**config.mk**
```make
export PLATFORM = sky130hd
export DESIGN_NAME = pmp_check_sched_flat
export DESIGN_NICKNAME = d
export VERILOG_FILES = /design/src/rtl/pmp_check_sched_if.sv /design/src/rtl/pmp_check_sched.sv /design/src/flat_wrapper.sv
export SDC_FILE = /design/constraint.sdc
export NUM_CORES = 1
export LEC_CHECK = 0
export CORE_AREA = 2 2 281 283
export CTS_CLUSTER_DIAMETER = 100
export DETAILED_ROUTE_END_ITERATION = 8
export DIE_AREA = 0 0 283 285
export RECOVER_POWER = 50
export SLEW_MARGIN = 20
export SYNTH_ARGS = -nofsm -noshare
export SYNTH_HDL_FRONTEND = slang
export SYNTH_SLANG_ARGS = --single-unit
export TNS_END_PERCENT = 10
```
**constraint.sdc**
```tcl
create_clock -name clk -period 6.35 [get_ports clk]
set_input_delay 1.905 -clock clk [delete_from_list [all_inputs] [get_ports clk]]
set_output_delay 1.905 -clock clk [all_outputs]
set_load 0.05 [all_outputs]
```
**src/rtl/pmp_check_sched_if.sv**
```systemverilog
// Request/response channels between the fetch and LSU front ends and the PMP checker.
// The checker side uses the slave modport; the requesters and stall/trap logic use master.
interface pmp_check_sched_if;
  logic        if_req_valid;
  logic        if_req_ready;
  logic [31:0] if_req_addr;
  logic        lsu_req_valid;
  logic        lsu_req_ready;
  logic [31:0] lsu_req_addr;
  logic        lsu_req_we;
  logic        priv_m;
  logic        resp_valid;
  logic        resp_ready;
  logic        resp_src;
  logic        resp_allow;
  logic        resp_matched;
  logic [3:0]  resp_idx;

  modport master (
    output if_req_valid, if_req_addr, lsu_req_valid, lsu_req_addr, lsu_req_we,
           priv_m, resp_ready,
    input  if_req_ready, lsu_req_ready, resp_valid, resp_src, resp_allow,
           resp_matched, resp_idx
  );

  modport slave (
    input  if_req_valid, if_req_addr, lsu_req_valid, lsu_req_addr, lsu_req_we,
           priv_m, resp_ready,
    output if_req_ready, lsu_req_ready, resp_valid, resp_src, resp_allow,
           resp_matched, resp_idx
  );
endinterface

```
**src/rtl/pmp_check_sched.sv**
```systemverilog
// Sequential PMP checker shared by fetch and LSU: round-robin accept, ENTRIES_PER_BEAT entries per cycle.
// Define PMP_NAPOT_EN to enable NAPOT matching; otherwise NAPOT entries behave as OFF.
module pmp_check_sched #(
  parameter int NUM_ENTRIES      = 16,
  parameter int ENTRIES_PER_BEAT = 4
) (
  input  logic                      clk,
  input  logic                      rst_n,
  pmp_check_sched_if.slave          bus,
  input  logic [NUM_ENTRIES*8-1:0]  pmpcfg_i,
  input  logic [NUM_ENTRIES*32-1:0] pmpaddr_i,
  output logic                      scan_busy
);
  localparam int NUM_BEATS = NUM_ENTRIES / ENTRIES_PER_BEAT;
  localparam int BEAT_W    = (NUM_BEATS > 1) ? $clog2(NUM_BEATS) : 1;

  localparam logic [1:0] A_TOR   = 2'd1;
  localparam logic [1:0] A_NA4   = 2'd2;
  localparam logic [1:0] A_NAPOT = 2'd3;

  typedef enum logic [1:0] {IDLE, SCAN, RESP} state_t;

  state_t            state;
  logic [BEAT_W-1:0] beat;
  logic [31:0]       req_addr;
  logic              req_src;
  logic [2:0]        req_perm;
  logic              req_priv;
  logic              last_src;

  // Per-entry view: cfg packed as {L, A[1:0], X, W, R}; prev is the TOR lower bound.
  logic [5:0]  cfg_arr  [NUM_ENTRIES];
  logic [31:0] addr_arr [NUM_ENTRIES];
  logic [31:0] prev_arr [NUM_ENTRIES];

  for (genvar i = 0; i < NUM_ENTRIES; i++) begin : g_unpack
    logic cfg_unused;
    assign cfg_unused  = ^pmpcfg_i[8*i+5 +: 2];
    assign cfg_arr[i]  = {pmpcfg_i[8*i+7], pmpcfg_i[8*i+3 +: 2], pmpcfg_i[8*i +: 3]};
    assign addr_arr[i] = pmpaddr_i[32*i +: 32];
    if (i == 0) begin : g_first
      assign prev_arr[i] = '0;
    end else begin : g_rest
      assign prev_arr[i] = pmpaddr_i[32*(i-1) +: 32];
    end
  end

  function automatic logic entry_match(input logic [1:0]  a,
                                       input logic [31:0] pa,
                                       input logic [31:0] prev,
                                       input logic [31:0] addr);
    logic [33:0] a34;
    logic        m;
`ifdef PMP_NAPOT_EN
    logic [31:0] napot_mask;
`endif
    a34 = {2'b00, addr};
    m   = 1'b0;
    case (a)
      A_TOR:   m = ({prev, 2'b00} <= a34) && (a34 < {pa, 2'b00});
      A_NA4:   m = (addr[31:2] == pa[29:0]);
`ifdef PMP_NAPOT_EN
      // Trailing ones plus the first zero mark the don't-care low bits of the region.
      A_NAPOT: begin
        napot_mask = pa ^ (pa + 32'd1);
        m = (((a34[33:2] ^ pa) & ~napot_mask) == 32'd0);
      end
`endif
      default: m = 1'b0;
    endcase
    return m;
  endfunction

  logic [5:0]                  lane_cfg  [ENTRIES_PER_BEAT];
  logic [31:0]                 lane_pa   [ENTRIES_PER_BEAT];
  logic [31:0]                 lane_prev [ENTRIES_PER_BEAT];
  logic [ENTRIES_PER_BEAT-1:0] lane_hit;

  always_comb begin
    for (int j = 0; j < ENTRIES_PER_BEAT; j++) begin
      lane_cfg[j]  = '0;
      lane_pa[j]   = '0;
      lane_prev[j] = '0;
      for (int b = 0; b < NUM_BEATS; b++) begin
        if (beat == BEAT_W'(b)) begin
          lane_cfg[j]  = cfg_arr[b*ENTRIES_PER_BEAT + j];
          lane_pa[j]   = addr_arr[b*ENTRIES_PER_BEAT + j];
          lane_prev[j] = prev_arr[b*ENTRIES_PER_BEAT + j];
        end
      end
      lane_hit[j] = entry_match(lane_cfg[j][4:3], lane_pa[j], lane_prev[j], req_addr);
    end
  end

  logic       hit_any;
  logic       hit_lock;
  logic [2:0] hit_perm;
  logic [3:0] hit_idx;
  logic       allow_hit;
  int         hit_lane;

  // Walk lanes downward so the lowest-index match in the beat wins.
  always_comb begin
    hit_any  = |lane_hit;
    hit_lock = 1'b0;
    hit_perm = '0;
    hit_lane = 0;
    for (int j = ENTRIES_PER_BEAT - 1; j >= 0; j--) begin
      if (lane_hit[j]) begin
        hit_lane = j;
        hit_lock = lane_cfg[j][5];
        hit_perm = lane_cfg[j][2:0];
      end
    end
    hit_idx   = 4'(32'(beat) * ENTRIES_PER_BEAT + hit_lane);
    allow_hit = (!hit_lock && req_priv) || (|(hit_perm & req_perm));
  end

  logic can_accept;
  logic grant_if;
  logic grant_lsu;
  logic last_beat;

  assign can_accept        = (state == IDLE) && rst_n;
  assign grant_if          = can_accept && bus.if_req_valid  && (!bus.lsu_req_valid || last_src);
  assign grant_lsu         = can_accept && bus.lsu_req_valid && (!bus.if_req_valid  || !last_src);
  assign bus.if_req_ready  = grant_if;
  assign bus.lsu_req_ready = grant_lsu;
  assign scan_busy         = (state != IDLE);
  assign last_beat         = (beat == BEAT_W'(NUM_BEATS - 1));

  // Request capture, beat sequencing and the registered response.
  always_ff @(posedge clk or negedge rst_n) begin
    if (!rst_n) begin
      state            <= IDLE;
      beat             <= '0;
      req_addr         <= '0;
      req_src          <= 1'b0;
      req_perm         <= '0;
      req_priv         <= 1'b0;
      last_src         <= 1'b1;
      bus.resp_valid   <= 1'b0;
      bus.resp_src     <= 1'b0;
      bus.resp_allow   <= 1'b0;
      bus.resp_matched <= 1'b0;
      bus.resp_idx     <= '0;
    end else begin
      case (state)
        IDLE: begin
          if (grant_if || grant_lsu) begin
            req_src  <= grant_lsu;
            req_addr <= grant_lsu ? bus.lsu_req_addr : bus.if_req_addr;
            req_perm <= grant_lsu ? (bus.lsu_req_we ? 3'b010 : 3'b001) : 3'b100;
            req_priv <= bus.priv_m;
            beat     <= '0;
            state    <= SCAN;
          end
        end
        SCAN: begin
          if (hit_any) begin
            bus.resp_valid   <= 1'b1;
            bus.resp_src     <= req_src;
            bus.resp_matched <= 1'b1;
            bus.resp_idx     <= hit_idx;
            bus.resp_allow   <= allow_hit;
            state            <= RESP;
          end else if (last_beat) begin
            bus.resp_valid   <= 1'b1;
            bus.resp_src     <= req_src;
            bus.resp_matched <= 1'b0;
            bus.resp_idx     <= '0;
            bus.resp_allow   <= req_priv;
            state            <= RESP;
          end else begin
            beat <= beat + 1'b1;
          end
        end
        RESP: begin
          if (bus.resp_ready) begin
            bus.resp_valid <= 1'b0;
            last_src       <= req_src;
            state          <= IDLE;
          end
        end
        default: state <= IDLE;
      endcase
    end
  end
endmodule

```
**src/flat_wrapper.sv**
```systemverilog
// flat-port wrapper written by rule: the top's interface ports become plain ports
module pmp_check_sched_flat 
#(
  parameter int NUM_ENTRIES      = 16,
  parameter int ENTRIES_PER_BEAT = 4
)
  (clk, rst_n, pmpcfg_i, pmpaddr_i, scan_busy, bus_if_req_valid, bus_if_req_addr, bus_lsu_req_valid, bus_lsu_req_addr, bus_lsu_req_we, bus_priv_m, bus_resp_ready, bus_if_req_ready, bus_lsu_req_ready, bus_resp_valid, bus_resp_src, bus_resp_allow, bus_resp_matched, bus_resp_idx);
  pmp_check_sched_if bus_i ();
  input  logic clk;
  input  logic rst_n;
  input  logic [NUM_ENTRIES*8-1:0] pmpcfg_i;
  input  logic [NUM_ENTRIES*32-1:0] pmpaddr_i;
  output logic scan_busy;
  input wire logic [$bits(bus_i.if_req_valid)-1:0] bus_if_req_valid;
  input wire logic [$bits(bus_i.if_req_addr)-1:0] bus_if_req_addr;
  input wire logic [$bits(bus_i.lsu_req_valid)-1:0] bus_lsu_req_valid;
  input wire logic [$bits(bus_i.lsu_req_addr)-1:0] bus_lsu_req_addr;
  input wire logic [$bits(bus_i.lsu_req_we)-1:0] bus_lsu_req_we;
  input wire logic [$bits(bus_i.priv_m)-1:0] bus_priv_m;
  input wire logic [$bits(bus_i.resp_ready)-1:0] bus_resp_ready;
  output wire logic [$bits(bus_i.if_req_ready)-1:0] bus_if_req_ready;
  output wire logic [$bits(bus_i.lsu_req_ready)-1:0] bus_lsu_req_ready;
  output wire logic [$bits(bus_i.resp_valid)-1:0] bus_resp_valid;
  output wire logic [$bits(bus_i.resp_src)-1:0] bus_resp_src;
  output wire logic [$bits(bus_i.resp_allow)-1:0] bus_resp_allow;
  output wire logic [$bits(bus_i.resp_matched)-1:0] bus_resp_matched;
  output wire logic [$bits(bus_i.resp_idx)-1:0] bus_resp_idx;
  assign bus_i.if_req_valid = bus_if_req_valid;
  assign bus_i.if_req_addr = bus_if_req_addr;
  assign bus_i.lsu_req_valid = bus_lsu_req_valid;
  assign bus_i.lsu_req_addr = bus_lsu_req_addr;
  assign bus_i.lsu_req_we = bus_lsu_req_we;
  assign bus_i.priv_m = bus_priv_m;
  assign bus_i.resp_ready = bus_resp_ready;
  assign bus_if_req_ready = bus_i.if_req_ready;
  assign bus_lsu_req_ready = bus_i.lsu_req_ready;
  assign bus_resp_valid = bus_i.resp_valid;
  assign bus_resp_src = bus_i.resp_src;
  assign bus_resp_allow = bus_i.resp_allow;
  assign bus_resp_matched = bus_i.resp_matched;
  assign bus_resp_idx = bus_i.resp_idx;
  pmp_check_sched #(.NUM_ENTRIES(NUM_ENTRIES), .ENTRIES_PER_BEAT(ENTRIES_PER_BEAT)) u_core (.clk(clk), .rst_n(rst_n), .bus(bus_i), .pmpcfg_i(pmpcfg_i), .pmpaddr_i(pmpaddr_i), .scan_busy(scan_busy));
endmodule
```
==> summary.md, run 1 <==
| Metric | Value |
|---|---|
| Outcome | finished with violations |
| Failing checks | max-capacitance violations, max-slew violations |
| Synthesized area per cell | ~6 sq um |
| Placement Setup Slack | around 0.032 ns |
| Leak Pwr | ~8.2 nW |
| Sink Count | 50 |
| Mapped Nets | approximately 2700 |
| Dpl hpwl | approximately 65 mm |
| Final Slew Violations | approximately 110 |
| Vias | between 15000 and 20000 |
| Largest family of logic cells by synthesized area | compound AO/OA/AOI/OAI gates |
| Core ar. | 77970 sq um |
| Psw | a little under 5 mW |
| Pint | around 3.5 mW |
| Slowest-stage cell, CP | clkdlybuf4s50_1 |
| First-pass DRT Iterations | 5 |
| Drt initial violations | around 750 |
| Post-Synth XOR/XNOR Area | 0% |
| Synth Warn # | 0 |
| Clock power share | approximately 3.8% |
| Startpoint types | input pin |
| Number of CTS-inserted buffers | 5 |
| DP Area | about 20000 sq um |
| Drt wl/cell | ~21 microns |
| Largest net degree at the start of global routing | roughly 140 |
| CTS Buffer Depth | 2 |
| Fillers | a little under 9000 |
| Die Area | 80660 sq um |
| Synth-to-layout area growth | 75.58% |
| Commonest non-fill, non-tap cell in the layout | clkdlybuf4s50_1 |
| GPL Wtd Cong | around 0.94 |
| Synthesized area | 11330 sq um |
| Gr ovfl total | 0 |
| Root buf cell | clkbuf_16 |
| CP most frequent cell | nor2_1 |
| Worst-Margin Slew | roughly 3.2 ns |
| Post-synth EDFFs | 0 |
| Worst-path maximum fanout | 7 |
| Sequential power share | 10.5% |
| Post-synthesis cell type count | about 70 |
| Io pins | 722 |
| Hold Vio Cnt, Final | 0 |
| Layout cells sized above 1 | 3.998% |
| Finished Cell Area | between 15000 and 20000 sq um |
| CTS HTree Levels | 2 |
| DR vias/cell | about 4.4 |
| Tot Pwr | about 8.3 mW |
| Sw Ratio | around three fifths |
| Seq/Total Area, Yosys | 11.05% |
| Period utilization | between 90% and 100% |
| Worst VDD drop | between 0.2 and 0.25 mV |
| Initial core utilization | roughly 15% |
| Power per Cell Area | ~420 nW/um^2 |
| DRC viols | 0 |
| CTS clock-pin slew for the worst setup and hold paths | 0.08 ns |
| Initial antenna violation count | 28 |
| Die Ht | around 290 microns |
| Post-synthesis mux area share | less than 1% |
| Worst setup EP type | flip-flop |
| Combinational Power Share | 85.7% |
| Most frequent cells in the layout | 684 x clkdlybuf4s50_1, 446 x a21oi_1, 427 x nor2_1 |
| Nets@finish | ~3400 |
| WL final | about 76 mm |
| Setup CP Type | input pin to flip-flop |
| Asr flop ratio synth | 100.0% |
| FP Rows | a little over 100 |
| Gr usage total | 18.13% |
| Antenna viol nets, final | 0 |
| Clock Skews | 0.01164 ns |
| CTS tree | yes |
| RSZ-0062 raised after global routing | false |
| Skew-Pair Late Insertion Delay | ~0.32 ns |
| Cells along the critical path | clkdlybuf4s50_1, nand2_1, nor2_1, a21oi_1, nor2_1, a21oi_1, nor2_1, a21oi_1, ha_1, nand4_1, nor2_1, a21o_1, o41ai_1, buf_4, a311oi_1, o21ai_2, o21ai_2, or3_4, o21a_1, mux2_4 |
| Postcts setup bufs | 0 |
| Die width | between 200 and 300 microns |
| Yosys reg bits | 50 |
| Cts hold-fix bufs | 0 |
| Most used DFF post-synth | dfrtp_1 |
| IO Port Bufs | a little under 700 |
| Cts repair resizes | 0 |
| Fmax | between 0.15 and 0.2 GHz |
| Compound-Gate Fraction of Synth Area | 37.12% |
| Syn Inst Count | roughly 1900 |
| Slew HR | -113.9% |
| TNS Setup | 0 ns |
| Final min period | 6.022 ns |
| Worst path max stage delay | 0.40 ns |
| Vias in the first global route | roughly 15000 |
| Setup violators final | 0 |
| Synth Area in Adders | 17.89% |
| Max Cap Viol | 2 |
| Worst Hold Class | flip-flop to flip-flop |
| Worst Path Required | between 6 and 7 ns |
| WP data arrival | just over 6 ns |
| Synth Area in Simple Gates | between 20% and 30% |
| First-pass GRT wire length | 106.4 mm |
| Post-route setup slack | 0.3276 ns |
cell type report:
| class | count | area (sq um) | share of cell area (%) |
|---|---|---|---|
| diodes | 17 | 42.54 | 0.2139 |
| clock buffers | 5 | 125.1 | 0.6290 |
| clock inverters | 3 | 28.78 | 0.1447 |
| inverters | 57 | 214.0 | 1.076 |
| multi-input cells | 1629 | 9398 | 47.24 |
| flip-flops and latches | 50 | 1252 | 6.296 |
| well taps | 1050 | 1314 | 6.604 |
| repair buffers | 757 | 7518 | 37.79 |
synth_stat cells, drive strengths merged, types with 8 or more instances:
| library cell | n | area share [%] |
|---|---|---|
| nand4 | 31 | 1.7 |
| a21o | 23 | 1.5 |
| nor2 | 428 | 14 |
| nor2b | 10 | 0.55 |
| buf | 27 | 0.91 |
| dfrtp | 49 | 11 |
| a221o | 32 | 2.8 |
| a22oi | 57 | 3.8 |
| nor4 | 9 | 0.50 |
| nand2 | 209 | 7.0 |
| a21oi | 446 | 20 |
| o21ai | 94 | 4.2 |
| nand3 | 8 | 0.35 |
| clkbuf | 113 | 3.7 |
| nor3 | 35 | 1.5 |
| inv | 57 | 1.9 |
| ha | 162 | 18 |
per-stage QoR:
stage / util (%) / std cells / hold WS (ns)
after global placement: 25.27 / 3543 / 0.4683
after global routing: 25.49 / 3562 / 0.4950
after CTS: 25.47 / 3551 / 0.4893
final: 25.51 / 3568 / 0.4802
after floorplan: - / 1876 / 0.4644
after detailed placement: 25.27 / 3543 / 0.4703
registers in the layout, summed over array words and instances, names as in the netlist, 2 cells and up:
signal / count
u_core.req_addr: 32
u_core.req_perm: 3
u_core.beat: 2
u_core.state: 2
u_core.bus.resp_idx: 4
kinds of logic after synthesis:
family / after synthesis
compound gates: 718
flops: 50
fa+ha+maj: 162
simple gates: 746
mux: 3
buf+inv: 197
power by group through the flow:
stage	combinational (mW)	sequential [mW]	clock (mW)
6_report	7.10	0.867	0.313
5_1_grt	8.09	0.897	0.341
4_1_cts	7.23	0.875	0.337
3_5_place_dp	7.20	0.881	0
3_3_place_gp	7.09	0.879	0
2_1_floorplan	4.42	0.665	0
metal layers:
| metal | routed length, microns | vias to the layer above | GRT usage (%) |
|---|---|---|---|
| li1 | - | 7990 | - |
| met1 | 33400 | 7166 | 22.95 |
| met4 | 2067 | 14 | 5.997 |
| met5 | 91 | - | 0 |
| met2 | 35580 | 538 | 30.26 |
| met3 | 4916 | 76 | 4.128 |
path summary, 6_finish.rpt:
kind	from	to	slack [ns]	cells after the start
max	pmpaddr_i[46]	u_core.beat[0]	0.33	20
min reg2reg	u_core.bus.resp_src	u_core.bus.resp_src	0.48	2
min	u_core.bus.resp_src	u_core.bus.resp_src	0.48	2
min in group asynchronous	rst_n	u_core.bus.resp_src	1.47	1
max in group asynchronous	rst_n	u_core.req_addr[9]	1.66	2
max reg2reg	u_core.beat[1]	u_core.beat[0]	0.89	21
critical path, delay by kind of cell:
kind                       cells  cell delay (ns)
buffers and inverters          2             0.61
and+or+nand+nor                7             0.95
AOI/OAI and AO/OA              9             2.17
adders and majority gates      1             0.33
muxes                          1             0.26
No activity file was read; power rests on OpenSTA's default activity.
==> inputs of run 2 (changes only) <==
--- a/config.mk
+++ b/config.mk
@@ -5,6 +5,7 @@
 export SDC_FILE = /design/constraint.sdc
 export NUM_CORES = 1
 export LEC_CHECK = 0
+export CAP_MARGIN = 20
 export CORE_AREA = 2 2 281 283
 export CTS_CLUSTER_DIAMETER = 100
 export DETAILED_ROUTE_END_ITERATION = 8
==> results of run 2 <==
Final layout, timing and power as in run 1 (identical DEF).
